File: config.mk
export PLATFORM = sky130hd
export DESIGN_NAME = lsq
export DESIGN_NICKNAME = d
export VERILOG_FILES = /design/src/rtl/lsq.sv
export SDC_FILE = /design/constraint.sdc
export NUM_CORES = 1
export LEC_CHECK = 0
export ABC_AREA = 0
export CORE_MARGIN = 2
export CORE_UTILIZATION = 55
export DETAILED_ROUTE_END_ITERATION = 8
export PLACE_DENSITY_LB_ADDON = 0.12
export SYNTH_ARGS = -nofsm -noshare
export SYNTH_HDL_FRONTEND = slang
export SYNTH_SLANG_ARGS = --single-unit
File: constraint.sdc
create_clock -name clk_i -period 8.46 [get_ports clk_i]
set_clock_uncertainty 0.2 [all_clocks]
set_input_delay 0.846 -clock clk_i [delete_from_list [all_inputs] [get_ports clk_i]]
set_output_delay 0.846 -clock clk_i [all_outputs]
set_load 0.1 [all_outputs]
File: src/rtl/lsq.sv
// In-order load/store queue: EX requests are queued, issued in order on dreq*, retired in order
// from drsp* into register write-back or a misalign/access-fault strobe.
module lsq #(
   parameter int C_XLEN         = 32,
   parameter int C_FIFO_DEPTH_X = 2,
   parameter int C_HPL          = 3
) (
   input  logic                  clk_i,
   input  logic                  clk_en_i,
   input  logic                  reset_i,
   input  logic                  ex_lq_wr_i,
   input  logic                  ex_sq_wr_i,
   input  logic [2:0]            ex_funct3_i,
   input  logic [4:0]            ex_regd_addr_i,
   input  logic [C_XLEN-1:0]     ex_regs2_data_i,
   input  logic [C_XLEN-1:0]     ex_addr_i,
   output logic                  ex_full_o,
   input  logic                  dreqready_i,
   output logic                  dreqvalid_o,
   output logic [1:0]            dreqhpl_o,
   output logic                  dreqwr_o,
   output logic [C_XLEN/8-1:0]   dreqbe_o,
   output logic [C_XLEN-1:0]     dreqaddr_o,
   output logic [C_XLEN-1:0]     dreqdata_o,
   output logic                  drspready_o,
   input  logic                  drspvalid_i,
   input  logic                  drsprerr_i,
   input  logic                  drspwerr_i,
   input  logic [C_XLEN-1:0]     drspdata_i,
   output logic                  ids_reg_wr_o,
   output logic [4:0]            ids_reg_addr_o,
   output logic [C_XLEN-1:0]     ids_reg_data_o,
   output logic                  hvec_err_o,
   output logic [1:0]            hvec_cause_o,
   output logic [C_XLEN-1:0]     hvec_addr_o
);
   localparam int NB    = C_XLEN / 8;
   localparam int DEPTH = 1 << C_FIFO_DEPTH_X;
   localparam int PW    = C_FIFO_DEPTH_X + 1;

   typedef struct packed {
      logic              st;
      logic [2:0]        f3;
      logic [4:0]        rd;
      logic [C_XLEN-1:0] addr;
      logic [C_XLEN-1:0] data;
   } ent_t;

   ent_t mem_q [DEPTH];

   // Pointers carry one extra wrap bit so that "all entries unissued" differs from "empty".
   logic [PW-1:0] wr_q, wr_d, is_q, is_d, rt_q, rt_d, count;

   logic              ids_wr_q;
   logic [4:0]        ids_addr_q;
   logic [C_XLEN-1:0] ids_data_q;
   logic              err_vld_q, err_vld_d;
   logic [1:0]        err_cause_q, err_cause_d;
   logic [C_XLEN-1:0] err_addr_q, err_addr_d;
   logic              hold_vld_q, hold_vld_d;
   logic [1:0]        hold_cause_q, hold_cause_d;
   logic [C_XLEN-1:0] hold_addr_q, hold_addr_d;

   logic              req, f3_ok, mis, enq, rej, iss, rsp;
   logic              rt_st, ret_err, wb_fire;
   logic [2:0]        rt_f3;
   logic [4:0]        rt_rd;
   logic [C_XLEN-1:0] rt_addr, ld_data;
   logic [1:0]        mis_cause;
   logic [7:0]        ld_byte;
   logic [15:0]       ld_half;

   assign count     = wr_q - rt_q;
   assign ex_full_o = (count == PW'(DEPTH));

   // A store request overrides a simultaneous load request.
   assign req   = ex_lq_wr_i | ex_sq_wr_i;
   assign f3_ok = ex_sq_wr_i ? (!ex_funct3_i[2] && ex_funct3_i[1:0] != 2'b11)
                             : (ex_funct3_i[1:0] != 2'b11 && !(ex_funct3_i[2] && ex_funct3_i[1]));
   assign mis   = (ex_funct3_i[1:0] == 2'b01 && ex_addr_i[0]) ||
                  (ex_funct3_i[1:0] == 2'b10 && ex_addr_i[1:0] != 2'b00);
   assign enq   = clk_en_i && req && !ex_full_o && f3_ok && !mis;
   assign rej   = clk_en_i && req && !ex_full_o && !(f3_ok && !mis);
   assign mis_cause = {1'b0, ex_sq_wr_i};

   assign dreqvalid_o = (is_q != wr_q);
   assign drspready_o = (rt_q != is_q);
   assign iss         = clk_en_i && dreqvalid_o && dreqready_i;
   assign rsp         = clk_en_i && drspvalid_i && drspready_o;
   assign dreqhpl_o   = 2'(C_HPL);

   always_comb begin
      dreqwr_o   = 1'b0;
      dreqbe_o   = '0;
      dreqaddr_o = '0;
      dreqdata_o = '0;
      if (dreqvalid_o) begin
         dreqwr_o   = mem_q[is_q[C_FIFO_DEPTH_X-1:0]].st;
         dreqaddr_o = {mem_q[is_q[C_FIFO_DEPTH_X-1:0]].addr[C_XLEN-1:2], 2'b00};
         dreqbe_o   = '1;
         if (mem_q[is_q[C_FIFO_DEPTH_X-1:0]].st) begin
            case (mem_q[is_q[C_FIFO_DEPTH_X-1:0]].f3[1:0])
               2'b00: begin
                  dreqbe_o   = NB'(1) << mem_q[is_q[C_FIFO_DEPTH_X-1:0]].addr[1:0];
                  dreqdata_o = {(C_XLEN/8){mem_q[is_q[C_FIFO_DEPTH_X-1:0]].data[7:0]}};
               end
               2'b01: begin
                  dreqbe_o   = NB'(3) << mem_q[is_q[C_FIFO_DEPTH_X-1:0]].addr[1:0];
                  dreqdata_o = {(C_XLEN/16){mem_q[is_q[C_FIFO_DEPTH_X-1:0]].data[15:0]}};
               end
               default: dreqdata_o = mem_q[is_q[C_FIFO_DEPTH_X-1:0]].data;
            endcase
         end
      end
   end

   assign rt_st   = mem_q[rt_q[C_FIFO_DEPTH_X-1:0]].st;
   assign rt_f3   = mem_q[rt_q[C_FIFO_DEPTH_X-1:0]].f3;
   assign rt_rd   = mem_q[rt_q[C_FIFO_DEPTH_X-1:0]].rd;
   assign rt_addr = mem_q[rt_q[C_FIFO_DEPTH_X-1:0]].addr;
   assign ret_err = rsp && (rt_st ? drspwerr_i : drsprerr_i);
   assign wb_fire = rsp && !rt_st && !drsprerr_i && (rt_rd != 5'd0);
   assign ld_byte = drspdata_i[{rt_addr[1:0], 3'b000} +: 8];
   assign ld_half = rt_addr[1] ? drspdata_i[31:16] : drspdata_i[15:0];

   always_comb begin
      case (rt_f3)
         3'b000:  ld_data = {{(C_XLEN-8){ld_byte[7]}}, ld_byte};
         3'b100:  ld_data = {{(C_XLEN-8){1'b0}}, ld_byte};
         3'b001:  ld_data = {{(C_XLEN-16){ld_half[15]}}, ld_half};
         3'b101:  ld_data = {{(C_XLEN-16){1'b0}}, ld_half};
         default: ld_data = drspdata_i;
      endcase
   end

   always_comb begin
      wr_d = wr_q + PW'(enq);
      is_d = is_q + PW'(iss);
      rt_d = rt_q + PW'(rsp);
   end

   // Retire faults win the strobe; a colliding misalign waits one cycle in the hold register.
   always_comb begin
      err_vld_d    = 1'b0;
      err_cause_d  = err_cause_q;
      err_addr_d   = err_addr_q;
      hold_vld_d   = hold_vld_q;
      hold_cause_d = hold_cause_q;
      hold_addr_d  = hold_addr_q;
      if (ret_err) begin
         err_vld_d   = 1'b1;
         err_cause_d = {1'b1, rt_st};
         err_addr_d  = rt_addr;
         if (rej && !hold_vld_q) begin
            hold_vld_d   = 1'b1;
            hold_cause_d = mis_cause;
            hold_addr_d  = ex_addr_i;
         end
      end else if (hold_vld_q) begin
         err_vld_d   = 1'b1;
         err_cause_d = hold_cause_q;
         err_addr_d  = hold_addr_q;
         hold_vld_d  = rej;
         if (rej) begin
            hold_cause_d = mis_cause;
            hold_addr_d  = ex_addr_i;
         end
      end else if (rej) begin
         err_vld_d   = 1'b1;
         err_cause_d = mis_cause;
         err_addr_d  = ex_addr_i;
      end
   end

   always_ff @(posedge clk_i) begin
      if (reset_i) begin
         wr_q         <= '0;
         is_q         <= '0;
         rt_q         <= '0;
         ids_wr_q     <= 1'b0;
         ids_addr_q   <= '0;
         ids_data_q   <= '0;
         err_vld_q    <= 1'b0;
         err_cause_q  <= '0;
         err_addr_q   <= '0;
         hold_vld_q   <= 1'b0;
         hold_cause_q <= '0;
         hold_addr_q  <= '0;
      end else if (clk_en_i) begin
         wr_q         <= wr_d;
         is_q         <= is_d;
         rt_q         <= rt_d;
         ids_wr_q     <= wb_fire;
         if (wb_fire) begin
            ids_addr_q <= rt_rd;
            ids_data_q <= ld_data;
         end
         err_vld_q    <= err_vld_d;
         err_cause_q  <= err_cause_d;
         err_addr_q   <= err_addr_d;
         hold_vld_q   <= hold_vld_d;
         hold_cause_q <= hold_cause_d;
         hold_addr_q  <= hold_addr_d;
      end
   end

   always_ff @(posedge clk_i) begin
      if (enq) begin
         mem_q[wr_q[C_FIFO_DEPTH_X-1:0]].st   <= ex_sq_wr_i;
         mem_q[wr_q[C_FIFO_DEPTH_X-1:0]].f3   <= ex_funct3_i;
         mem_q[wr_q[C_FIFO_DEPTH_X-1:0]].rd   <= ex_regd_addr_i;
         mem_q[wr_q[C_FIFO_DEPTH_X-1:0]].addr <= ex_addr_i;
         mem_q[wr_q[C_FIFO_DEPTH_X-1:0]].data <= ex_regs2_data_i;
      end
   end

   assign ids_reg_wr_o   = ids_wr_q;
   assign ids_reg_addr_o = ids_addr_q;
   assign ids_reg_data_o = ids_data_q;
   assign hvec_err_o     = err_vld_q;
   assign hvec_cause_o   = err_cause_q;
   assign hvec_addr_o    = err_addr_q;
endmodule
==> impl_metrics.py, run 1 <==
metrics = {
    "worst_setup_path": {
        "worstSetupPathType": "reg2out",
        "start_kind": "register",
        "cp-end-kind": "primary output",
        "critPathMaxFanout": 64,
        "r2r_setup_slack_ns": 4.59,
        "r2r-end": "ids_reg_data_o[22]$_SDFFE_PP0P_",
        "arrival_ns": 4.38,
        "required_ns": 7.41,
        "r2r_cells": 5,
    },
    "layout": {
        "multiInputGateArea_um2": 6210,
        "drive_gt1_share_pct": 15.3,
        "final_cells": 1866,
        "utilization_pct": 69.3,
        "num-fill-cells": 2187,
        "syn_to_final_growth_pct": 23.3,
        "fin_nets": 1553,
        "register_area_um2": 11200,
    },
    "sta": {
        "period_needed_ns": 5.43,
        "final-setup-viol-count": 0,
        "fin_crit_sh_pct": 64.2,
        "worstMarginPinSlew_ns": 1.09,
        "finalSetupTns_ns": 0,
        "timing.final.hold_violations": 0,
        "rsz0062_at_grt": "false",
        "max_slew_margin_pct": 27.7,
        "fin_ws_ns": 3.03,
        "max_freq_ghz": 0.184,
        "slew_violations": 0,
    },
    "synthesis": {
        "ys_seq_elements": 412,
        "synth-async-reset-ratio_pct": 0,
        "synth-seq-area-share_pct": 62.7,
        "synth_area_leader_cell": "edfxtp_1",
        "synthTopCellsByCount": "edfxtp_1 (292), dfxtp_1 (120), nor2_1 (117), nand2_1 (111), mux4_2 (108)",
        "synth_area_leaders": "edfxtp_1 (49%), mux4_2 (14%), dfxtp_1 (13%)",
        "syn_inst": 1201,
        "syn_area_per_cell_um2": 14.8,
        "synth_edf_count": 292,
        "ys.flop_type": "edfxtp_1",
        "yosys.cell_count.top_type": "edfxtp_1",
        "synth_cell_type_count": 46,
        "yosys_warnings": 0,
        "synth_top_area_share_pct": 49.2,
        "synth_area_um2": 17800,
    },
    "grt": {
        "antenna_found_initial": 1,
        "grt_max_degree": 68,
        "grt_overflow": 0,
        "grt.total_usage_pct": 25.3,
        "grt_pass1_wl_um": 64900,
        "grt_pass1_vias": 11400,
    },
    "power_and_ir_drop": {
        "totalPowerFinal_w": 0.00441,
        "p_leak_nw": 7.13,
        "ir_worst_vdd_mv": 0.231,
        "pwr_density_cell_nw_per_um2": 201,
    },
    "hold_path": {
        "hp-class": "reg2reg",
        "min_path_cells": 2,
        "min_to": "hvec_addr_o[5]$_SDFFE_PP0P_",
        "holdCritStartpoint": "hvec_addr_o[5]$_SDFFE_PP0P_",
    },
    "floorplan": {
        "start_util_pct": 56.2,
        "rows": 65,
        "die_w_um": 184,
        "core_area_um2": 31700,
        "die_h_um": 184,
        "die_area_um2": 33800,
        "ios": 260,
    },
    "drt": {
        "routed_wl_um": 42400,
        "wl_per_cell_um": 22.7,
        "ant_nets": 0,
        "num_vias": 11100,
        "via_per_inst": 5.93,
        "first_iter_violations": 842,
        "drc": 0,
        "drt-pass1-iter-count": 5,
    },
    "clock_network": {
        "cts.sinks": 412,
        "hold_buffers": 0,
        "root_buffer": "clkbuf_16",
        "cts_resized": 0,
        "clockBufferDepth": 3,
        "postCtsSetupBuffers": 0,
        "h-tree-depth": 2,
        "worstSkewPairLatency_ns": 0.53,
        "cts_tree": "done",
        "clkTransAtPathRegs_ns": 0.06,
        "cts_inserted_buffers": 43,
    },
    "run": {
        "maxCapViolCount": 0,
    },
    "run_status": {
        "status": "finished clean",
    },
    "place": {
        "dp.final_hpwl_um": 26300,
        "dp_cells": 1789,
        "dp_slack_ns": 3.59,
        "port_buffers": 255,
        "gp_congestion": 0.778,
    },
}
==> layer usage <==
layer | up-vias | GRT usage [%] | share of wire, %
li1 | 5050 | - | -
met1 | 5577 | 33.7 | 41
met2 | 391 | 43.1 | 50
met3 | 52 | 4.68 | 7.2
met4 | 0 | 6.56 | 1.8
met5 | - | 0 | 0
==> area by class of cell <==
type | count | share of cell area, %
Inverter | 7 | 0.120
Tap cell | 402 | 2.29
Clock inverter | 22 | 0.923
Timing Repair Buffer | 271 | 12.2
Antenna cell | 1 | 0.0114
Multi-Input combinational cell | 697 | 28.3
Sequential cell | 412 | 50.9
Clock buffer | 54 | 5.31
==> power breakdown <==
group / internal [W] / total [W] / switching, W
Sequential: 0.00218 / 0.00219 / 0.0000103
Combinational: 0.000125 / 0.000375 / 0.000250
Clock: 0.00109 / 0.00184 / 0.000745
Total: 0.00340 / 0.00441 / 0.00101
==> cells in the final DEF (no fill, tap or decap), types with 4 or more instances in the layout <==
cell / Yosys / final
nor2b_1: 33 / 33
a211oi_2: 15 / 15
a22oi_1: 8 / 8
bufinv_16: 0 / 4
a21oi_1: 60 / 60
clkinv_1: 0 / 9
mux2i_1: 107 / 107
inv_1: 7 / 7
clkdlybuf4s50_1: 0 / 254
o211ai_1: 36 / 36
ha_1: 8 / 8
clkinv_2: 0 / 8
conb_1: 2 / 4
edfxtp_1: 292 / 292
mux4_2: 108 / 108
a2bb2oi_1: 7 / 7
nand2_1: 111 / 111
clkbuf_8: 0 / 5
clkbuf_16: 0 / 43
clkbuf_1: 49 / 6
xnor2_1: 4 / 4
dfxtp_1: 120 / 115
xor2_1: 7 / 7
o21ai_0: 4 / 4
a211oi_1: 15 / 15
nor2_1: 117 / 117
a31oi_1: 7 / 7
and3_1: 11 / 9
buf_4: 8 / 17
==> worst max path at each step <==
stage,slack [ns],end,start,cells past startpoint
after floorplan,0.79,mem_q[0][0]$_DFFE_PP_,wr_q[0]$_SDFFE_PP0P_,7
after global placement,3.62,dreqdata_o[27],register,5
after detailed placement,3.59,dreqdata_o[13],register,5
after CTS,3.00,dreqdata_o[15],register,5
after global routing,2.83,dreqdata_o[13],register,5
final,3.03,dreqdata_o[15],register,5
==> worst max-delay path, stage by stage, from the launching register on <==
cell,delay (ns)
dfxtp_4,0.37
buf_4,0.77
mux4_2,0.56
nand2_1,0.57
a21oi_1,0.36
clkdlybuf4s50_1,1.19
==> state kept, by name, summed over array words and instances (netlist names), named ones only <==
| name | flops |
|---|---|
| mem_q | 292 |
| hold_addr_q | 32 |
| hvec_addr_o | 32 |
| ids_reg_data_o | 32 |
| ids_reg_addr_o | 5 |
| is_q | 3 |
| rt_q | 3 |
| wr_q | 3 |
| hvec_cause_o | 2 |
| hold_cause_q | 1 |
| hold_vld_q | 1 |
| hvec_err_o | 1 |
| ids_reg_wr_o | 1 |
==> through the flow <==
stage          instance area, µm²  hold WS [ns]
5_1_grt                     22000         0.271
6_report                    22000         0.252
4_1_cts                     22000         0.255
3_5_place_dp                20600         0.247
3_3_place_gp                20600         0.241
2_1_floorplan               17800         0.260
==> kinds of logic after synthesis <==
group / synth area share (%)
AND/OR/NAND/NOR: 7.02
multiplexers: 19.8
XOR/XNOR: 0.541
buffers and inverters: 2.63
AO/OA/AOI/OAI: 6.72
other: 0.0422
adder cells (fa/ha/maj): 0.562
flip-flops: 62.7
Power figures use the tool's default switching activity.
==> run 2, diff against run 1 <==
clock period = 5 ns   (was 8.46 ns; I/O delays follow)
==> impl_metrics.py, run 2 (synthesis results as in run 1) <==
metrics = {
    "run": {
        "maxCapViolCount": 0,
    },
    "floorplan": {
        "rows": 65,
        "die_area_um2": 33800,
        "core_area_um2": 31700,
        "ios": 260,
        "die_w_um": 184,
        "die_h_um": 184,
        "start_util_pct": 56.2,
    },
    "clock_network": {
        "worstSkewPairLatency_ns": 0.53,
        "postCtsSetupBuffers": 0,
        "clockBufferDepth": 3,
        "hold_buffers": 0,
        "cts.sinks": 412,
        "cts_tree": "done",
        "root_buffer": "clkbuf_16",
        "clkTransAtPathRegs_ns": 0.06,
        "h-tree-depth": 2,
        "cts_resized": 0,
        "cts_inserted_buffers": 42,
    },
    "drt": {
        "ant_nets": 0,
        "first_iter_violations": 883,
        "routed_wl_um": 43500,
        "drt-pass1-iter-count": 5,
        "num_vias": 11200,
        "wl_per_cell_um": 23.3,
        "via_per_inst": 5.99,
        "drc": 0,
    },
    "power_and_ir_drop": {
        "p_leak_nw": 7.16,
        "pwr_density_cell_nw_per_um2": 333,
        "ir_worst_vdd_mv": 0.315,
        "totalPowerFinal_w": 0.00729,
    },
    "layout": {
        "fin_nets": 1556,
        "final_common_cell": "edfxtp_1",
        "utilization_pct": 69.0,
        "num-fill-cells": 2217,
        "diodes": 0,
        "final_cells": 1868,
        "drive_gt1_share_pct": 17.1,
        "largest_register_ffs": 292,
        "final_cell_mix": "edfxtp_1 (292), clkdlybuf4s50_1 (225), nor2_1 (117), dfxtp_1 (115), nand2_1 (111)",
        "syn_to_final_growth_pct": 22.9,
    },
    "place": {
        "port_buffers": 255,
        "dp_slack_ns": 1.34,
        "dp.final_hpwl_um": 27600,
        "dp_cells": 1793,
        "gp_congestion": 0.791,
    },
    "grt": {
        "grt_pass1_vias": 11500,
        "grt_overflow": 0,
        "grt_pass1_wl_um": 66300,
        "grt.total_usage_pct": 25.8,
        "grt_max_degree": 72,
        "antenna_found_initial": 1,
    },
    "sta": {
        "fin_crit_sh_pct": 81.4,
        "worstMarginPinSlew_ns": 1.09,
        "timing.final.hold_violations": 0,
        "final-setup-viol-count": 0,
        "slew_violations": 0,
        "period_needed_ns": 4.07,
        "whs_ns": 0.252,
        "fin_ws_ns": 0.930,
        "max_freq_ghz": 0.246,
        "max_slew_margin_pct": 27.3,
        "rsz0062_at_grt": "false",
    },
    "worst_setup_path": {
        "cp-end-kind": "primary output",
        "critPathMaxFanout": 11,
        "required_ns": 4.30,
        "r2r-end": "mem_q[3][21]$_DFFE_PP_",
        "arrival_ns": 3.37,
        "start_kind": "register",
        "r2r_setup_slack_ns": 1.55,
        "r2r_cells": 9,
        "r2r_start": "wr_q[0]$_SDFFE_PP0P_",
        "worstSetupPathType": "reg2out",
    },
    "run_status": {
        "status": "finished clean",
    },
    "hold_path": {
        "hp-class": "reg2reg",
        "min_to": "hvec_addr_o[18]$_SDFFE_PP0P_",
        "min_path_cells": 2,
        "holdCritStartpoint": "hvec_addr_o[18]$_SDFFE_PP0P_",
    },
}
-- run 2: cell count changes in the layout (fill, tap and decap cells not counted), sizes merged --
cell | previous run | this run
bufinv | 4 | 1
diode | 1 | 0
clkbuf | 54 | 62
clkinv | 17 | 8
clkdlybuf4s50 | 254 | 225
clkinvlp | 0 | 3
buf | 17 | 50
-- run 2: where the power goes --
group          leakage (nW)  switching, W  total [W]  internal [W]
sequential             3.61     0.0000182    0.00371       0.00369
clock                 0.615       0.00124    0.00294       0.00169
combinational          2.93      0.000430   0.000642      0.000212
total                  7.16       0.00169    0.00729       0.00560
-- run 2: how the worst max path moves through the flow --
| stage | depth (start not counted) | end | start |
|---|---|---|---|
| 6_report | 5 | dreqdata_o[1] | wr_q[1]$_SDFFE_PP0P_ |
| 2_1_floorplan | 7 | mem_q[0][0]$_DFFE_PP_ | wr_q[0]$_SDFFE_PP0P_ |
| 3_3_place_gp | 7 | mem_q[3][15]$_DFFE_PP_ | ex_sq_wr_i |
| 3_5_place_dp | 7 | mem_q[3][15]$_DFFE_PP_ | ex_sq_wr_i |
| 4_1_cts | 5 | dreqdata_o[1] | wr_q[1]$_SDFFE_PP0P_ |
| 5_1_grt | 6 | dreqdata_o[30] | wr_q[1]$_SDFFE_PP0P_ |
-- run 2: critical path: stages (launching register included) --
cell	delay, ns
dfxtp_1	0.57
xor2_1	0.14
nor3_2	0.57
inv_1	0.35
and3_1	0.25
clkdlybuf4s50_1	0.96
-- run 2: area by class of cell --
type | count | area [µm²] | share of cell area (%)
Clock inverter | 13 | 95.1 | 0.434
Sequential cell | 412 | 11200 | 51.1
Timing Repair Buffer | 275 | 2680 | 12.2
Clock buffer | 62 | 1190 | 5.42
Inverter | 7 | 26.3 | 0.120
Multi-Input combinational cell | 697 | 6230 | 28.4
Tap cell | 402 | 503 | 2.30
-- run 2: metal layers --
layer,up-vias,GRT usage (%),wire length (µm)
li1,5072,-,-
met4,2,7.07,1000
met3,67,4.28,2840
met5,-,0,16
met1,5638,34.8,18000
met2,406,43.9,21600
-- run 2: per-stage QoR --
stage          cell area, µm²  setup TNS [ns]
2_1_floorplan           17800          -71.65
3_3_place_gp            20600               0
3_5_place_dp            20600               0
4_1_cts                 21900               0
5_1_grt                 21900               0
6_report                21900               0
==> run 3, diff against run 2 <==
CORE_UTILIZATION = 49   (was 55)
clock period = 3.5 ns   (was 5 ns; I/O delays follow)
==> impl_metrics.py, run 3 (synthesis results as in run 1) <==
metrics = {
    "run_status": {
        "status": "finished clean",
    },
    "layout": {
        "largest_register_ffs": 292,
        "fin_nets": 1577,
        "syn_to_final_growth_pct": 28.1,
        "final_common_cell": "edfxtp_1",
        "drive_gt1_share_pct": 25.4,
        "utilization_pct": 64.0,
        "final_cell_mix": "edfxtp_1 (292), clkdlybuf4s50_1 (183), dfxtp_1 (113), nand2_1 (111), mux4_2 (108)",
    },
    "sta": {
        "finalSetupTns_ns": 0,
        "slew_violations": 0,
        "fin_crit_sh_pct": 90.4,
        "timing.final.hold_violations": 0,
        "whs_ns": 0.0865,
        "max_freq_ghz": 0.316,
        "fin_ws_ns": 0.335,
        "period_needed_ns": 3.16,
        "rsz0062_at_grt": "false",
        "max_slew_margin_pct": 28.7,
        "final-setup-viol-count": 0,
        "worstMarginPinSlew_ns": 1.07,
    },
    "grt": {
        "grt_overflow": 0,
        "grt_pass1_wl_um": 68300,
        "grt.total_usage_pct": 23.6,
        "grt_pass1_vias": 11500,
        "grt_max_degree": 55,
        "antenna_found_initial": 2,
    },
    "floorplan": {
        "ios": 260,
        "start_util_pct": 50.0,
        "die_w_um": 195,
        "die_h_um": 195,
        "die_area_um2": 37900,
        "core_area_um2": 35700,
        "rows": 69,
    },
    "worst_setup_path": {
        "required_ns": 2.95,
        "worstSetupPathType": "reg2out",
        "start_kind": "register",
        "crit_path_frequent_cell": "buf_12",
        "crit_slowest_cell": "mux4_2",
        "r2r-end": "hvec_addr_o[20]$_SDFFE_PP0P_",
        "worst-path-buf-inv": 3,
        "cp-end-kind": "primary output",
        "r2r_setup_slack_ns": 0.55,
        "cp-endpoint": "dreqdata_o[24]",
        "arrival_ns": 2.61,
        "critical_path.top_delay_family": "buffers and inverters",
        "crit_chain": "buf_12 > buf_12 > mux4_2 > a21oi_1 > nor2_1 > buf_12",
        "r2r_cells": 7,
        "critPathMaxFanout": 29,
        "max_stage_delay_ns": 0.56,
        "critical_path_depth": 6,
    },
    "clock_network": {
        "clockBufferDepth": 3,
        "worstSkewPairLatency_ns": 0.53,
        "root_buffer": "clkbuf_16",
        "h-tree-depth": 2,
        "cts.sinks": 412,
        "clkTransAtPathRegs_ns": 0.06,
        "cts_tree": "done",
        "cts_inserted_buffers": 44,
    },
    "drt": {
        "drt-pass1-iter-count": 5,
        "routed_wl_um": 44500,
        "drc": 0,
        "num_vias": 11200,
        "wl_per_cell_um": 22.8,
        "first_iter_violations": 728,
        "ant_nets": 0,
        "via_per_inst": 5.75,
    },
    "hold_path": {
        "hp-class": "in2reg",
    },
    "power_and_ir_drop": {
        "pwr_density_cell_nw_per_um2": 472,
        "p_leak_nw": 7.55,
        "ir_worst_vdd_mv": 0.413,
        "totalPowerFinal_w": 0.0108,
    },
    "place": {
        "dp_slack_ns": 0.329,
        "port_buffers": 255,
        "gp_congestion": 0.803,
        "dp.final_hpwl_um": 28800,
    },
    "run": {
        "maxCapViolCount": 0,
    },
}
-- run 3: power breakdown --
part	internal, W	leakage, nW	switching, W
Combinational	0.000332	3.25	0.000630
Sequential	0.00527	3.61	0.0000250
Clock	0.00268	0.696	0.00182
Total	0.00829	7.55	0.00248
-- run 3: worst reg2reg max path: stages, from the launching register on --
cell and delay, ns:
dfxtp_4 0.50, mux4_2 0.62, mux2i_1 0.30, nand2b_2 0.50, buf_4 0.40, nand2_1 0.10
o211ai_1 0.11, a21oi_1 0.09
-- run 3: worst min-delay path by stage --
| stage | from | cells after the start | endpoint |
|---|---|---|---|
| floorplan | ex_regs2_data_i[0] | 0 | mem_q[0][0]$_DFFE_PP_ |
| global placement | ids_reg_data_o[4]$_SDFFE_PP0P_ | 2 | ids_reg_data_o[4]$_SDFFE_PP0P_ |
| detailed placement | hvec_addr_o[1]$_SDFFE_PP0P_ | 2 | hvec_addr_o[1]$_SDFFE_PP0P_ |
| CTS | reset_i | 2 | hold_addr_q[2]$_SDFFE_PP0P_ |
| global route | reset_i | 2 | hold_addr_q[2]$_SDFFE_PP0P_ |
| finish | reset_i | 2 | hold_addr_q[2]$_SDFFE_PP0P_ |
-- run 3: layout make-up --
type	instances	area (µm²)
Fill cell	2625	12800
Clock buffer	61	1240
Inverter	7	28.8
Timing Repair Buffer	293	3170
Tap cell	461	577
Multi-Input combinational cell	698	6440
Clock inverter	19	170
Antenna cell	1	2.50
Sequential cell	412	11200
-- run 3: routing by layer --
metal  routed length [µm]  vias to the layer above  GRT usage [%]  share of wire [%]
met5                   13                        -              0              0.029
met3                 2520                       74           3.92                5.7
met1                19000                     5659           32.0                 43
met2                21800                      375           39.7                 49
li1                     -                     5117              -                  -
met4                 1080                        2           6.47                2.4
-- run 3: metrics by stage --
stage | std cells | area, µm²
global placement | 1867 | 21400
floorplan | 1203 | 18000
finish | 1952 | 22800
CTS | 1947 | 22800
detailed placement | 1867 | 21400
global route | 1952 | 22800
-- run 3: what timing repair did --
action                                  in CTS  in global routing
gates resized for setup                      1                  1
buffers inserted                             0                  3
gates cloned                                 0                  1
endpoints found under the setup margin       8                 25
hold buffers                                 0                  0
